$ cat src/rtl/rob_alloc_ctrl_pkg.sv
// Shared types and constants for the ROB allocation controller.
// Optional flush support is enabled by defining ROB_FLUSH_EN.
package rob_alloc_ctrl_pkg;

    localparam int ROB_DEPTH = 16;
    localparam int ROB_PTR_W = 4;
    localparam int ISSUE_W   = 2;

    typedef logic [ROB_PTR_W-1:0] rob_ptr_t;

    typedef enum logic {
        RUN   = 1'b0,
        FLUSH = 1'b1
    } alloc_ctrl_state_t;

    // Number of set bits in a two-slot vector.
    function automatic logic [1:0] popcount2(input logic [1:0] v);
        return {1'b0, v[0]} + {1'b0, v[1]};
    endfunction

endpackage

$ cat src/rtl/rob_alloc_ctrl_if.sv
// Dispatch/retire-side bundle for the ROB allocation controller.
// i_flush exists only when ROB_FLUSH_EN is defined.
interface rob_alloc_ctrl_if
    import rob_alloc_ctrl_pkg::*;
#(
    parameter int PTR_W = ROB_PTR_W
);
    logic [ISSUE_W-1:0] i_alloc_req;
    logic [ISSUE_W-1:0] o_alloc_grant;
    logic [PTR_W-1:0]   o_alloc_rob_num0;
    logic [PTR_W-1:0]   o_alloc_rob_num1;
    logic [1:0]         i_retire_cnt;
    logic [PTR_W-1:0]   o_head;
    logic [PTR_W-1:0]   o_tail;
    logic [PTR_W:0]     o_count;
    logic               o_full;
    logic               o_empty;
    logic               o_stall;
    logic               o_err;
`ifdef ROB_FLUSH_EN
    logic               i_flush;

    modport master (
        output i_alloc_req, i_retire_cnt, i_flush,
        input  o_alloc_grant, o_alloc_rob_num0, o_alloc_rob_num1,
               o_head, o_tail, o_count, o_full, o_empty, o_stall, o_err
    );
    modport slave (
        input  i_alloc_req, i_retire_cnt, i_flush,
        output o_alloc_grant, o_alloc_rob_num0, o_alloc_rob_num1,
               o_head, o_tail, o_count, o_full, o_empty, o_stall, o_err
    );
`else
    modport master (
        output i_alloc_req, i_retire_cnt,
        input  o_alloc_grant, o_alloc_rob_num0, o_alloc_rob_num1,
               o_head, o_tail, o_count, o_full, o_empty, o_stall, o_err
    );
    modport slave (
        input  i_alloc_req, i_retire_cnt,
        output o_alloc_grant, o_alloc_rob_num0, o_alloc_rob_num1,
               o_head, o_tail, o_count, o_full, o_empty, o_stall, o_err
    );
`endif
endinterface

$ cat src/rtl/rob_alloc_ctrl_grant.sv
// Combinational in-order grant and ROB numbering for two dispatch slots.
// Slot 1 never gets a row ahead of a requesting-but-denied slot 0.
module rob_grant_logic
    import rob_alloc_ctrl_pkg::*;
#(
    parameter int PTR_W = ROB_PTR_W
) (
    input  logic [1:0]       req,
    input  logic [PTR_W:0]   free,
    input  logic [PTR_W-1:0] tail,
    output logic [1:0]       grant,
    output logic [PTR_W-1:0] num0,
    output logic [PTR_W-1:0] num1,
    output logic [1:0]       alloc_n
);
    logic has1;
    logic has2;

    // Grant the oldest requesting slots first; the second granted slot takes tail+1.
    always_comb begin
        has1     = (free >= (PTR_W+1)'(1));
        has2     = (free >= (PTR_W+1)'(2));
        grant    = 2'b00;
        grant[0] = req[0] && has1;
        grant[1] = req[1] && (req[0] ? (has1 && has2) : has1);
        num0     = tail;
        num1     = req[0] ? tail + PTR_W'(1) : tail;
        alloc_n  = popcount2(grant);
    end

endmodule

$ cat src/rtl/rob_alloc_ctrl.sv
// ROB allocation/occupancy controller: hands out up to two ROB numbers per
// cycle from a circular tail, tracks the head as rows retire, and reports
// full/empty/stall. Defining ROB_FLUSH_EN adds i_flush and a one-cycle
// FLUSH bubble that clears all pointers.
module rob_alloc_ctrl
    import rob_alloc_ctrl_pkg::*;
#(
    parameter int DEPTH = ROB_DEPTH,
    parameter int PTR_W = ROB_PTR_W
) (
    input  logic             i_clk,
    input  logic             i_rst,
    rob_alloc_ctrl_if.slave  bus
);
    localparam logic [PTR_W:0] DEPTH_C = (PTR_W+1)'(DEPTH);

    logic [PTR_W-1:0] head_q;
    logic [PTR_W-1:0] tail_q;
    logic [PTR_W:0]   count_q;
    logic             err_q;

    logic             run;
    logic             flush_now;
    logic [1:0]       req_eff;
    logic [PTR_W:0]   free;
    logic [1:0]       grant;
    logic [1:0]       alloc_n;
    logic [PTR_W-1:0] num0;
    logic [PTR_W-1:0] num1;
    logic [PTR_W:0]   retire_ext;
    logic [PTR_W:0]   r;
    logic             err_set;

`ifdef ROB_FLUSH_EN
    alloc_ctrl_state_t state_q;
    alloc_ctrl_state_t state_d;

    // Flush state register; reset wins over a pending flush.
    always_ff @(posedge i_clk) begin
        if (i_rst) state_q <= RUN;
        else       state_q <= state_d;
    end

    // FLUSH is a single bubble cycle entered from RUN on i_flush.
    always_comb begin
        state_d = state_q;
        case (state_q)
            RUN:     if (bus.i_flush) state_d = FLUSH;
            FLUSH:   state_d = RUN;
            default: state_d = RUN;
        endcase
    end

    assign run       = (state_q == RUN);
    assign flush_now = run && bus.i_flush;
`else
    assign run       = 1'b1;
    assign flush_now = 1'b0;
`endif

    // Space comes only from the registered count; same-cycle retires do not free rows.
    assign free    = DEPTH_C - count_q;
    assign req_eff = run ? bus.i_alloc_req : 2'b00;

    rob_grant_logic #(.PTR_W(PTR_W)) u_grant (
        .req     (req_eff),
        .free    (free),
        .tail    (tail_q),
        .grant   (grant),
        .num0    (num0),
        .num1    (num1),
        .alloc_n (alloc_n)
    );

    // Retire amount clamped to occupancy; overdraw or the illegal code 3 flags an error.
    always_comb begin
        retire_ext = {{(PTR_W-1){1'b0}}, bus.i_retire_cnt};
        r          = (retire_ext > count_q) ? count_q : retire_ext;
        err_set    = run && ((retire_ext > count_q) || (bus.i_retire_cnt == 2'b11));
        if (!run) r = '0;
    end

    // Pointer/occupancy update; allocation and retirement apply together.
    always_ff @(posedge i_clk) begin
        if (i_rst) begin
            head_q  <= '0;
            tail_q  <= '0;
            count_q <= '0;
            err_q   <= 1'b0;
        end else if (flush_now) begin
            head_q  <= '0;
            tail_q  <= '0;
            count_q <= '0;
        end else begin
            tail_q  <= tail_q + PTR_W'(alloc_n);
            head_q  <= head_q + PTR_W'(r);
            count_q <= count_q + (PTR_W+1)'(alloc_n) - r;
            err_q   <= err_q | err_set;
        end
    end

    assign bus.o_alloc_grant    = grant;
    assign bus.o_alloc_rob_num0 = num0;
    assign bus.o_alloc_rob_num1 = num1;
    assign bus.o_head           = head_q;
    assign bus.o_tail           = tail_q;
    assign bus.o_count          = count_q;
    assign bus.o_full           = (count_q == DEPTH_C);
    assign bus.o_empty          = (count_q == '0);
    assign bus.o_stall          = |(bus.i_alloc_req & ~grant);
    assign bus.o_err            = err_q;

endmodule
$ cat src/flat_wrapper.sv
// flat-port wrapper written by rule: the top's interface ports become plain ports
module rob_alloc_ctrl_flat import rob_alloc_ctrl_pkg::*;
#(
    parameter int DEPTH = ROB_DEPTH,
    parameter int PTR_W = ROB_PTR_W
)
  (i_clk, i_rst, bus_i_alloc_req, bus_i_retire_cnt, bus_o_alloc_grant, bus_o_alloc_rob_num0, bus_o_alloc_rob_num1, bus_o_head, bus_o_tail, bus_o_count, bus_o_full, bus_o_empty, bus_o_stall, bus_o_err);
  rob_alloc_ctrl_if #(.PTR_W(PTR_W)) bus_i ();
  input  logic i_clk;
  input  logic i_rst;
  input wire logic [$bits(bus_i.i_alloc_req)-1:0] bus_i_alloc_req;
  input wire logic [$bits(bus_i.i_retire_cnt)-1:0] bus_i_retire_cnt;
  output wire logic [$bits(bus_i.o_alloc_grant)-1:0] bus_o_alloc_grant;
  output wire logic [$bits(bus_i.o_alloc_rob_num0)-1:0] bus_o_alloc_rob_num0;
  output wire logic [$bits(bus_i.o_alloc_rob_num1)-1:0] bus_o_alloc_rob_num1;
  output wire logic [$bits(bus_i.o_head)-1:0] bus_o_head;
  output wire logic [$bits(bus_i.o_tail)-1:0] bus_o_tail;
  output wire logic [$bits(bus_i.o_count)-1:0] bus_o_count;
  output wire logic [$bits(bus_i.o_full)-1:0] bus_o_full;
  output wire logic [$bits(bus_i.o_empty)-1:0] bus_o_empty;
  output wire logic [$bits(bus_i.o_stall)-1:0] bus_o_stall;
  output wire logic [$bits(bus_i.o_err)-1:0] bus_o_err;
  assign bus_i.i_alloc_req = bus_i_alloc_req;
  assign bus_i.i_retire_cnt = bus_i_retire_cnt;
  assign bus_o_alloc_grant = bus_i.o_alloc_grant;
  assign bus_o_alloc_rob_num0 = bus_i.o_alloc_rob_num0;
  assign bus_o_alloc_rob_num1 = bus_i.o_alloc_rob_num1;
  assign bus_o_head = bus_i.o_head;
  assign bus_o_tail = bus_i.o_tail;
  assign bus_o_count = bus_i.o_count;
  assign bus_o_full = bus_i.o_full;
  assign bus_o_empty = bus_i.o_empty;
  assign bus_o_stall = bus_i.o_stall;
  assign bus_o_err = bus_i.o_err;
  rob_alloc_ctrl #(.DEPTH(DEPTH), .PTR_W(PTR_W)) u_core (.i_clk(i_clk), .i_rst(i_rst), .bus(bus_i));
endmodule
$ cat config.mk
export PLATFORM = sky130hd
export DESIGN_NAME = rob_alloc_ctrl_flat
export DESIGN_NICKNAME = d
export VERILOG_FILES = /design/src/rtl/rob_alloc_ctrl_pkg.sv /design/src/rtl/rob_alloc_ctrl_if.sv /design/src/rtl/rob_alloc_ctrl_grant.sv /design/src/rtl/rob_alloc_ctrl.sv /design/src/flat_wrapper.sv
export SDC_FILE = /design/constraint.sdc
export NUM_CORES = 1
export LEC_CHECK = 0
export ABC_AREA = 1
export ABC_CLOCK_PERIOD_IN_PS = 5350
export CELL_PAD_IN_SITES_DETAIL_PLACEMENT = 0
export CELL_PAD_IN_SITES_GLOBAL_PLACEMENT = 1
export CORE_MARGIN = 8
export CORE_UTILIZATION = 30
export DETAILED_ROUTE_END_ITERATION = 6
export GPL_TIMING_DRIVEN = 0
export PLACE_DENSITY_LB_ADDON = 0.1
export SLEW_MARGIN = 20
export SYNTH_ARGS = -nofsm -noshare
export SYNTH_HDL_FRONTEND = slang
export SYNTH_SLANG_ARGS = --single-unit
$ cat constraint.sdc
create_clock -name i_clk -period 5.35 [get_ports i_clk]
set_input_delay 1.07 -clock i_clk [delete_from_list [all_inputs] [get_ports i_clk]]
set_output_delay 1.07 -clock i_clk [all_outputs]
set_load 0.005 [all_outputs]
==> results of run 1 <==
[layout make-up]
type	count	area, µm²	area share, %
timing repair buffer	30	300	19.4
tap	48	60.1	3.88
buffer	7	47.5	3.07
multi-input combinational	96	697	45.0
inverter	29	109	7.03
sequential	14	280	18.1
clock buffer	4	55.1	3.55
[synth_stat cells, types with 3 or more instances]
| master | number |
|---|---|
| inv_1 | 27 |
| ha_1 | 19 |
| nand2_1 | 18 |
| dfxtp_1 | 14 |
| nor2_1 | 13 |
| a21oi_1 | 7 |
| nand3_1 | 6 |
| o21ai_0 | 6 |
| buf_4 | 4 |
| fa_1 | 4 |
| nand4_1 | 4 |
| xor2_1 | 4 |
| nand2_2 | 3 |
| xnor2_1 | 3 |
[through the flow]
step,setup WS [ns],utilization (%),cells,instance area (µm²),hold slack [ns]
6_report,1.55,42.3,228,1550,0.454
5_1_grt,1.15,42.3,228,1550,0.498
4_1_cts,1.51,42.3,228,1550,0.455
3_5_place_dp,1.39,40.8,224,1490,0.444
3_3_place_gp,1.43,40.8,224,1490,0.435
2_1_floorplan,1.93,-,146,1130,0.446
[power groups by stage]
stage	clock [µW]	sequential, µW	combinational (µW)
after floorplan	0	202	410
after global placement	0	210	644
after detailed placement	0	211	659
after CTS	109	210	663
after global routing	114	218	772
final	104	207	653
[layer usage]
| metal | wire (µm) | global-route usage [%] | vias up |
|---|---|---|---|
| li1 | - | - | 523 |
| met1 | 1170 | 10.7 | 415 |
| met2 | 1250 | 17.4 | 19 |
| met3 | 159 | 3.80 | 5 |
| met4 | 38 | 1.89 | 0 |
| met5 | 0 | 0 | - |
[registers in the layout (all words and copies together), names as in the netlist]
register / count
u_core.bus.o_head: 4
u_core.bus.o_count: 5
u_core.bus.o_err: 1
u_core.bus.o_tail: 4
[path summary, 6_finish.rpt]
path                               from  cells past startpoint               endpoint
hold reg to reg    u_core.bus.o_head[3]                      1   u_core.bus.o_head[3]
setup reg to reg  u_core.bus.o_count[1]                     18  u_core.bus.o_count[4]
setup / recovery  u_core.bus.o_count[1]                     18  u_core.bus.o_count[4]
hold / removal     u_core.bus.o_head[3]                      1   u_core.bus.o_head[3]
[logic make-up after synthesis]
| kind of cell | Yosys count | share of synthesized area (%) |
|---|---|---|
| AND/OR/NAND/NOR | 48 | 19.1 |
| buffers and inverters | 36 | 13.8 |
| adder cells (fa/ha/maj) | 23 | 28.0 |
| AO/OA/AOI/OAI | 16 | 7.62 |
| flip-flops | 14 | 24.7 |
| XOR/XNOR | 7 | 5.41 |
| other | 1 | 0.331 |
| multiplexers | 1 | 0.993 |
==> flow_metrics.py, run 1 <==
metrics = {
    "logic_synthesis": {
        "yosys_warnings": 0,
        "synth_top_area_share_pct": 24.7,
        "syn-cell-area_um2": 1130,
        "yosysTopAreaCell": "dfxtp_1",
        "synth.distinct_cells": 25,
        "syn_avg_cell_area_um2": 7.76,
        "synth_edf_count": 0,
        "ys_ff_latch": 14,
        "synth_nets": 175,
        "synth_area_leaders": "dfxtp_1 25%, ha_1 21%, inv_1 8.9%",
        "netlist_instances": 146,
        "synthFlopType": "dfxtp_1",
        "async_reset_ff_share_pct": 0,
        "yosysSeqAreaShare_pct": 24.7,
    },
    "global_route": {
        "globalRouteTotalUtil_pct": 9.75,
        "grt_pass1_vias": 1076,
        "gr-total-overflow": 0,
        "antenna_found_initial": 0,
        "grt_max_degree": 11,
        "grt_pass1_wl_um": 5010,
    },
    "detailed_routing": {
        "vias": 962,
        "dr.pass1.iters": 3,
        "viasPerCell": 4.22,
        "antenna_left": 0,
        "drc_errors": 0,
        "drt_iter0_markers": 42,
        "totalWireLength_um": 2620,
        "routedWlPerCell_um": 11.5,
    },
    "setup_path": {
        "cp_num_buf_inv": 3,
        "path_max_fanout": 7,
        "critPathKind": "flip-flop to flip-flop",
        "endpoint_kind": "flip-flop",
        "crit_family": "adder cells",
        "slowest_delay_ns": 0.54,
        "cp-start-kind": "flip-flop",
        "cp.arrival_ns": 3.98,
        "crit_chain": "inv_1 -> ha_1 -> nand2_2 -> nor2_1 -> ha_1 -> inv_1 -> nor2_1 -> nand2_1 -> nor2_2 -> nand3_1 -> and2_1 -> ha_1 -> fa_1 -> inv_1 -> fa_1 -> o211ai_1 -> o21ai_0 -> a21oi_1",
        "crit_slowest_cell": "fa_1",
        "cp_data_required_time_ns": 5.53,
        "rrSetupSlack_ns": 1.55,
    },
    "clock_network": {
        "cts_tree": "done",
        "cts.clk_slew.worst_paths_ns": 0.06,
        "clk_path_buf_depth": 2,
        "cts.repair.resized": 0,
        "cts-root-buf": "clkbuf_8",
        "cts_hold_buf": 0,
        "post_cts_buffers": 0,
        "cts_made_buffers": 3,
        "clock_sinks": 14,
        "cts_max_level": 1,
        "clock_latency_ns": 0.25,
    },
    "placement": {
        "gp_congestion": 0.733,
        "numPortBuffers": 30,
        "dp_hpwl_um": 2150,
    },
    "power_and_ir_drop": {
        "power_uw": 964,
        "power.switching_uw": 411,
        "cellLeakagePower_uw": 0.000772,
        "seqPwrFrac_pct": 21.4,
        "p_sw_share_pct": 42.6,
        "power_density_nw_per_um2": 622,
        "p_clk_share_pct": 10.8,
        "p_int_uw": 553,
        "comb_power_share_pct": 67.7,
        "ir_drop_uv": 190,
    },
    "final_layout": {
        "final_common_cell": "clkdlybuf4s50_1",
        "fillCellCount": 395,
        "drive_gt1_share_pct": 9.44,
        "nets": 210,
        "antenna_cells": 0,
        "syn2layout_area_growth_pct": 36.6,
        "layout_common_cells": "30 x clkdlybuf4s50_1, 27 x inv_1, 19 x ha_1, 18 x nand2_1, 14 x dfxtp_1",
    },
    "floorplan": {
        "die_w_um": 77.5,
        "core_um2": 3660,
        "pin_count": 33,
        "dieArea_um2": 6000,
        "start_util_pct": 31.0,
        "row_count": 22,
        "die_y_um": 77.5,
    },
    "job": {
        "cap_viol_max_count": 0,
    },
    "timing": {
        "setup_tns_ns": 0,
        "slew_violations": 0,
        "rsz0062_at_grt": "no",
        "fmax_mhz": 263,
        "fin_crit_ns": 3.80,
        "post-route-period-util_pct": 71.1,
        "setup-violations-final": 0,
        "hold_viol": 0,
        "skew_ns": 0.000798,
    },
    "outcome": {
        "outcome": "complete, no violations",
    },
    "worst_hold_path": {
        "hp-class": "flip-flop to flip-flop",
    },
}
Note: power is estimated with default switching activity, not from simulation.
==> run 2: changes to the inputs <==
ABC_CLOCK_PERIOD_IN_PS = 4000   (was 5350)
clock period = 4 ns   (was 5.35 ns; I/O delays follow)
==> flow_metrics.py, run 2 (synthesis gave the netlist of run 1 again) <==
metrics = {
    "floorplan": {
        "core_um2": 3660,
        "die_y_um": 77.5,
        "pin_count": 33,
        "row_count": 22,
        "start_util_pct": 31.0,
        "die_w_um": 77.5,
        "dieArea_um2": 6000,
    },
    "clock_network": {
        "cts-root-buf": "clkbuf_8",
        "clock_latency_ns": 0.25,
        "clk_path_buf_depth": 2,
        "cts_max_level": 1,
        "cts_hold_buf": 0,
        "cts_made_buffers": 3,
        "cts_tree": "done",
        "cts.clk_slew.worst_paths_ns": 0.06,
        "clock_sinks": 14,
    },
    "worst_hold_path": {
        "hp-start": "u_core.bus.o_head[3]",
        "hp-class": "flip-flop to flip-flop",
    },
    "final_layout": {
        "final_design_area_no_fill_um2": 1550,
        "layout_common_cells": "30 x clkdlybuf4s50_1, 26 x inv_1, 19 x ha_1, 18 x nand2_1, 13 x nor2_1",
        "nets": 210,
        "drive_gt1_share_pct": 11.1,
        "fillCellCount": 392,
        "syn2layout_area_growth_pct": 37.1,
        "final_common_cell": "clkdlybuf4s50_1",
        "antenna_cells": 0,
        "largest_reg_flops": 5,
    },
    "global_route": {
        "grt_pass1_wl_um": 5010,
        "antenna_found_initial": 0,
        "grt_max_degree": 11,
        "grt_pass1_vias": 1076,
        "gr-total-overflow": 0,
        "globalRouteTotalUtil_pct": 9.75,
    },
    "timing": {
        "slew_violations": 0,
        "setup_tns_ns": 0,
        "skew_ns": 0.00145,
        "fmax_mhz": 276,
        "setup-violations-final": 0,
        "hold_viol": 0,
        "post-route-period-util_pct": 90.7,
        "rsz0062_at_grt": "no",
        "fin_crit_ns": 3.63,
    },
    "power_and_ir_drop": {
        "ir_drop_uv": 255,
        "power_density_nw_per_um2": 833,
        "power_uw": 1300,
        "cellLeakagePower_uw": 0.000773,
    },
    "detailed_routing": {
        "drc_errors": 0,
        "viasPerCell": 4.24,
        "routedWlPerCell_um": 11.5,
        "vias": 966,
        "wl_met2_um": 1260,
        "maxUsedRoutingLayer": "met4",
        "dr.pass1.iters": 3,
        "totalWireLength_um": 2620,
        "antenna_left": 0,
        "drt_iter0_markers": 33,
        "wl_met3_um": 161,
        "drt-met1-wl_um": 1180,
    },
    "outcome": {
        "outcome": "complete, no violations",
    },
    "setup_path": {
        "cp-start-kind": "flip-flop",
        "path_max_fanout": 6,
        "cp.arrival_ns": 3.81,
        "cp_data_required_time_ns": 4.18,
        "r2r_start": "u_core.bus.o_count[0]",
        "critPathKind": "flip-flop to flip-flop",
        "endpoint_kind": "flip-flop",
        "crit_path_start": "u_core.bus.o_count[0]",
    },
    "placement": {
        "numPortBuffers": 30,
        "dpl-instance-area_um2": 1490,
        "gp_congestion": 0.733,
        "dp_hpwl_um": 2150,
    },
    "job": {
        "cap_viol_max_count": 0,
    },
}
-- run 2: cell types whose count changed in the layout (fill, tap and decap cells not counted) --
cell / change
dfxtp_1: -2
dfxtp_2: +1
dfxtp_4: +1
inv_1: -1
inv_2: +1
-- run 2: critical path, stage by stage, from the launching register on --
cell and delay [ns]:
dfxtp_2 0.41, inv_2 0.09, ha_1 0.22, nand2_2 0.08, nor2_1 0.06, ha_1 0.31
inv_1 0.04, nor2_1 0.07, nand2_1 0.07, nor2_2 0.15, nand3_1 0.11, and2_1 0.17
ha_1 0.27, fa_1 0.54, inv_1 0.07, fa_1 0.47, o211ai_1 0.21, o21ai_0 0.10
a21oi_1 0.11
-- run 2: area by class of cell --
class | count | area [µm²] | area share (%)
flip-flops and latches | 14 | 285 | 18.4
well taps | 48 | 60.1 | 3.86
plain buffers | 7 | 47.5 | 3.06
multi-input cells | 96 | 697 | 44.8
repair buffers | 30 | 300 | 19.3
clock buffers | 4 | 55.1 | 3.54
inverters | 29 | 109 | 7.00
-- run 2: path summary, 6_finish.rpt --
kind | slack [ns] | cells past startpoint | endpoint
worst max-delay path | 0.37 | 18 | u_core.bus.o_count[4]
worst min-delay path | 0.45 | 1 | u_core.bus.o_head[3]
worst max register to register | 0.37 | 18 | u_core.bus.o_count[4]
worst min register to register | 0.45 | 1 | u_core.bus.o_head[3]
-- run 2: repair_timing --
action / CTS / global route
setup buffers: 0 / 0
endpoints found under the setup margin: 0 / 1
resized for setup: 0 / 4
hold endpoints to repair: 0 / 0
-- run 2: power breakdown --
| part | internal, µW | switching [µW] |
|---|---|---|
| logic | 453 | 422 |
| clock network | 87.2 | 52.5 |
| registers | 204 | 77.2 |
-- run 2: metrics by stage --
stage,hold WS [ns],cells,setup slack [ns],utilization [%]
floorplan,0.446,146,0.575,-
global placement,0.435,224,0.202,40.8
detailed placement,0.444,224,0.194,40.8
CTS,0.455,228,0.160,42.3
global route,0.498,228,0.0223,42.4
finish,0.454,228,0.372,42.4
-- run 2: metal layers --
metal  up-vias  track usage, %
met5         -               0
met1       418            10.7
met3         5            3.80
li1        524               -
met2        19            17.4
met4         0            1.89
==> run 3: changes to the inputs <==
--- a/config.mk
+++ b/config.mk
@@ -13,5 +13,5 @@
 export CORE_UTILIZATION = 30
 export DETAILED_ROUTE_END_ITERATION = 6
-export GPL_TIMING_DRIVEN = 0
+export GPL_TIMING_DRIVEN = 1
 export PLACE_DENSITY_LB_ADDON = 0.1
 export SLEW_MARGIN = 20
==> constraint.sdc (replaced) <==
create_clock -name i_clk -period 4 [get_ports i_clk]
set_input_delay 0.4 -clock i_clk [delete_from_list [all_inputs] [get_ports i_clk]]
set_output_delay 0.4 -clock i_clk [all_outputs]
set_load 0.005 [all_outputs]
==> flow_metrics.py, run 3 (synthesis gave the netlist of run 1 again) <==
metrics = {
    "final_layout": {
        "largest_reg_flops": 5,
        "ff_latch_area_um2": 280,
        "drive_gt1_share_pct": 7.95,
        "multiInputGateArea_um2": 697,
        "syn2layout_area_growth_pct": 34.9,
        "antenna_cells": 0,
        "fillCellCount": 383,
        "nets": 206,
        "final_common_cell": "clkdlybuf4s50_1",
        "layout_common_cells": "32 x clkdlybuf4s50_1, 27 x inv_1, 19 x ha_1, 18 x nand2_1, 14 x dfxtp_1",
        "fin_cells": 224,
        "post-route-util_pct": 41.8,
    },
    "global_route": {
        "grt_pass1_vias": 952,
        "antenna_found_initial": 0,
        "grt_pass1_wl_um": 4620,
        "globalRouteTotalUtil_pct": 9.45,
        "gr-total-overflow": 0,
        "grt_max_degree": 11,
    },
    "placement": {
        "dp_hpwl_um": 2220,
        "dp_slack_ns": 0.340,
        "placed_cells": 220,
        "numPortBuffers": 32,
        "gp_congestion": 0.795,
    },
    "detailed_routing": {
        "dr.pass1.iters": 4,
        "drc_errors": 0,
        "vias": 951,
        "totalWireLength_um": 2650,
        "routedWlPerCell_um": 11.8,
        "drt_iter0_markers": 38,
        "antenna_left": 0,
        "viasPerCell": 4.25,
    },
    "timing": {
        "setup_tns_ns": 0,
        "hold_viol": 0,
        "post-route-period-util_pct": 91.9,
        "skew_ns": 0.00321,
        "setup_ws_ns": 0.324,
        "setup-violations-final": 0,
        "slew_violations": 0,
        "rsz0062_at_grt": "no",
        "fin_crit_ns": 3.68,
        "fmax_mhz": 272,
    },
    "clock_network": {
        "cts_max_level": 1,
        "cts_made_buffers": 3,
        "cts_hold_buf": 0,
        "cts.repair.resized": 0,
        "clock_latency_ns": 0.24,
        "cts.clk_slew.worst_paths_ns": 0.06,
        "post_cts_buffers": 0,
        "cts-root-buf": "clkbuf_8",
        "cts_tree": "done",
        "clk_path_buf_depth": 2,
        "clock_sinks": 14,
    },
    "setup_path": {
        "path_max_fanout": 6,
        "critPathKind": "flip-flop to flip-flop",
        "cp_data_required_time_ns": 4.18,
        "endpoint_kind": "flip-flop",
        "cp-start-kind": "flip-flop",
        "cp.arrival_ns": 3.86,
    },
    "power_and_ir_drop": {
        "power_density_nw_per_um2": 832,
        "power_uw": 1270,
        "p_int_uw": 727,
        "p_clk_share_pct": 10.9,
        "seqPwrFrac_pct": 21.0,
        "cellLeakagePower_uw": 0.000756,
        "p_sw_share_pct": 42.8,
        "ir_drop_uv": 307,
        "comb_power_share_pct": 68.1,
        "power.switching_uw": 545,
    },
    "floorplan": {
        "row_count": 22,
        "die_w_um": 77.5,
        "core_um2": 3660,
        "die_y_um": 77.5,
        "start_util_pct": 31.0,
        "pin_count": 33,
        "dieArea_um2": 6000,
    },
    "outcome": {
        "outcome": "complete, no violations",
    },
    "worst_hold_path": {
        "hp-class": "flip-flop to flip-flop",
    },
    "job": {
        "cap_viol_max_count": 0,
    },
}
==> run 3: changes by cell type in the layout (fill, tap and decap cells not counted) <==
| cell | previous run | this run |
|---|---|---|
| dfxtp_4 | 1 | 0 |
| buf_4 | 4 | 1 |
| inv_1 | 26 | 27 |
| dfxtp_1 | 12 | 14 |
| inv_2 | 3 | 2 |
| dfxtp_2 | 1 | 0 |
| dlygate4sd3_1 | 1 | 0 |
| clkdlybuf4s50_1 | 30 | 32 |
| clkbuf_1 | 2 | 0 |
==> run 3: area by class of cell <==
type | instances | area share [%]
Inverter | 29 | 7.12
Sequential cell | 14 | 18.3
Multi-Input combinational cell | 96 | 45.6
Tap cell | 48 | 3.93
Clock buffer | 4 | 3.60
Timing Repair Buffer | 33 | 21.4
==> run 3: path summary, 6_finish.rpt <==
path	cells after the start	slack (ns)	endpoint	startpoint
hold / removal	1	0.45	u_core.bus.o_head[3]	u_core.bus.o_head[3]
setup / recovery	18	0.32	u_core.bus.o_count[4]	u_core.bus.o_count[0]
hold reg to reg	1	0.45	u_core.bus.o_head[3]	u_core.bus.o_head[3]
setup reg to reg	18	0.32	u_core.bus.o_count[4]	u_core.bus.o_count[0]
==> run 3: power groups by stage <==
stage	combinational [µW]	sequential, µW	clock (µW)
after detailed placement	876	272	0
after global placement	871	270	0
after floorplan	548	270	0
after CTS	882	270	146
final	866	267	139
after global routing	1010	281	154
==> run 3: routing by layer <==
layer	track usage, %	share of wire [%]
met5	0	0
met4	2.83	0.72
met3	3.69	5.6
met2	15.8	49
met1	10.9	45
==> run 3: worst max-delay path, cell delays in order, from the launching register on <==
cell and delay [ns]:
dfxtp_1 0.44, inv_1 0.16, ha_1 0.25, nand2_2 0.08, nor2_1 0.05, ha_1 0.30
inv_1 0.04, nor2_1 0.08, nand2_1 0.07, nor2_2 0.14, nand3_1 0.10, and2_1 0.16
ha_1 0.26, fa_1 0.53, inv_1 0.07, fa_1 0.45, o211ai_1 0.22, o21ai_0 0.10
a21oi_1 0.11
==> run 3: through the flow <==
stage / area [µm²] / hold WS (ns)
2_1_floorplan: 1130 / 0.446
3_3_place_gp: 1470 / 0.432
3_5_place_dp: 1470 / 0.443
4_1_cts: 1530 / 0.452
5_1_grt: 1530 / 0.482
6_report: 1530 / 0.447
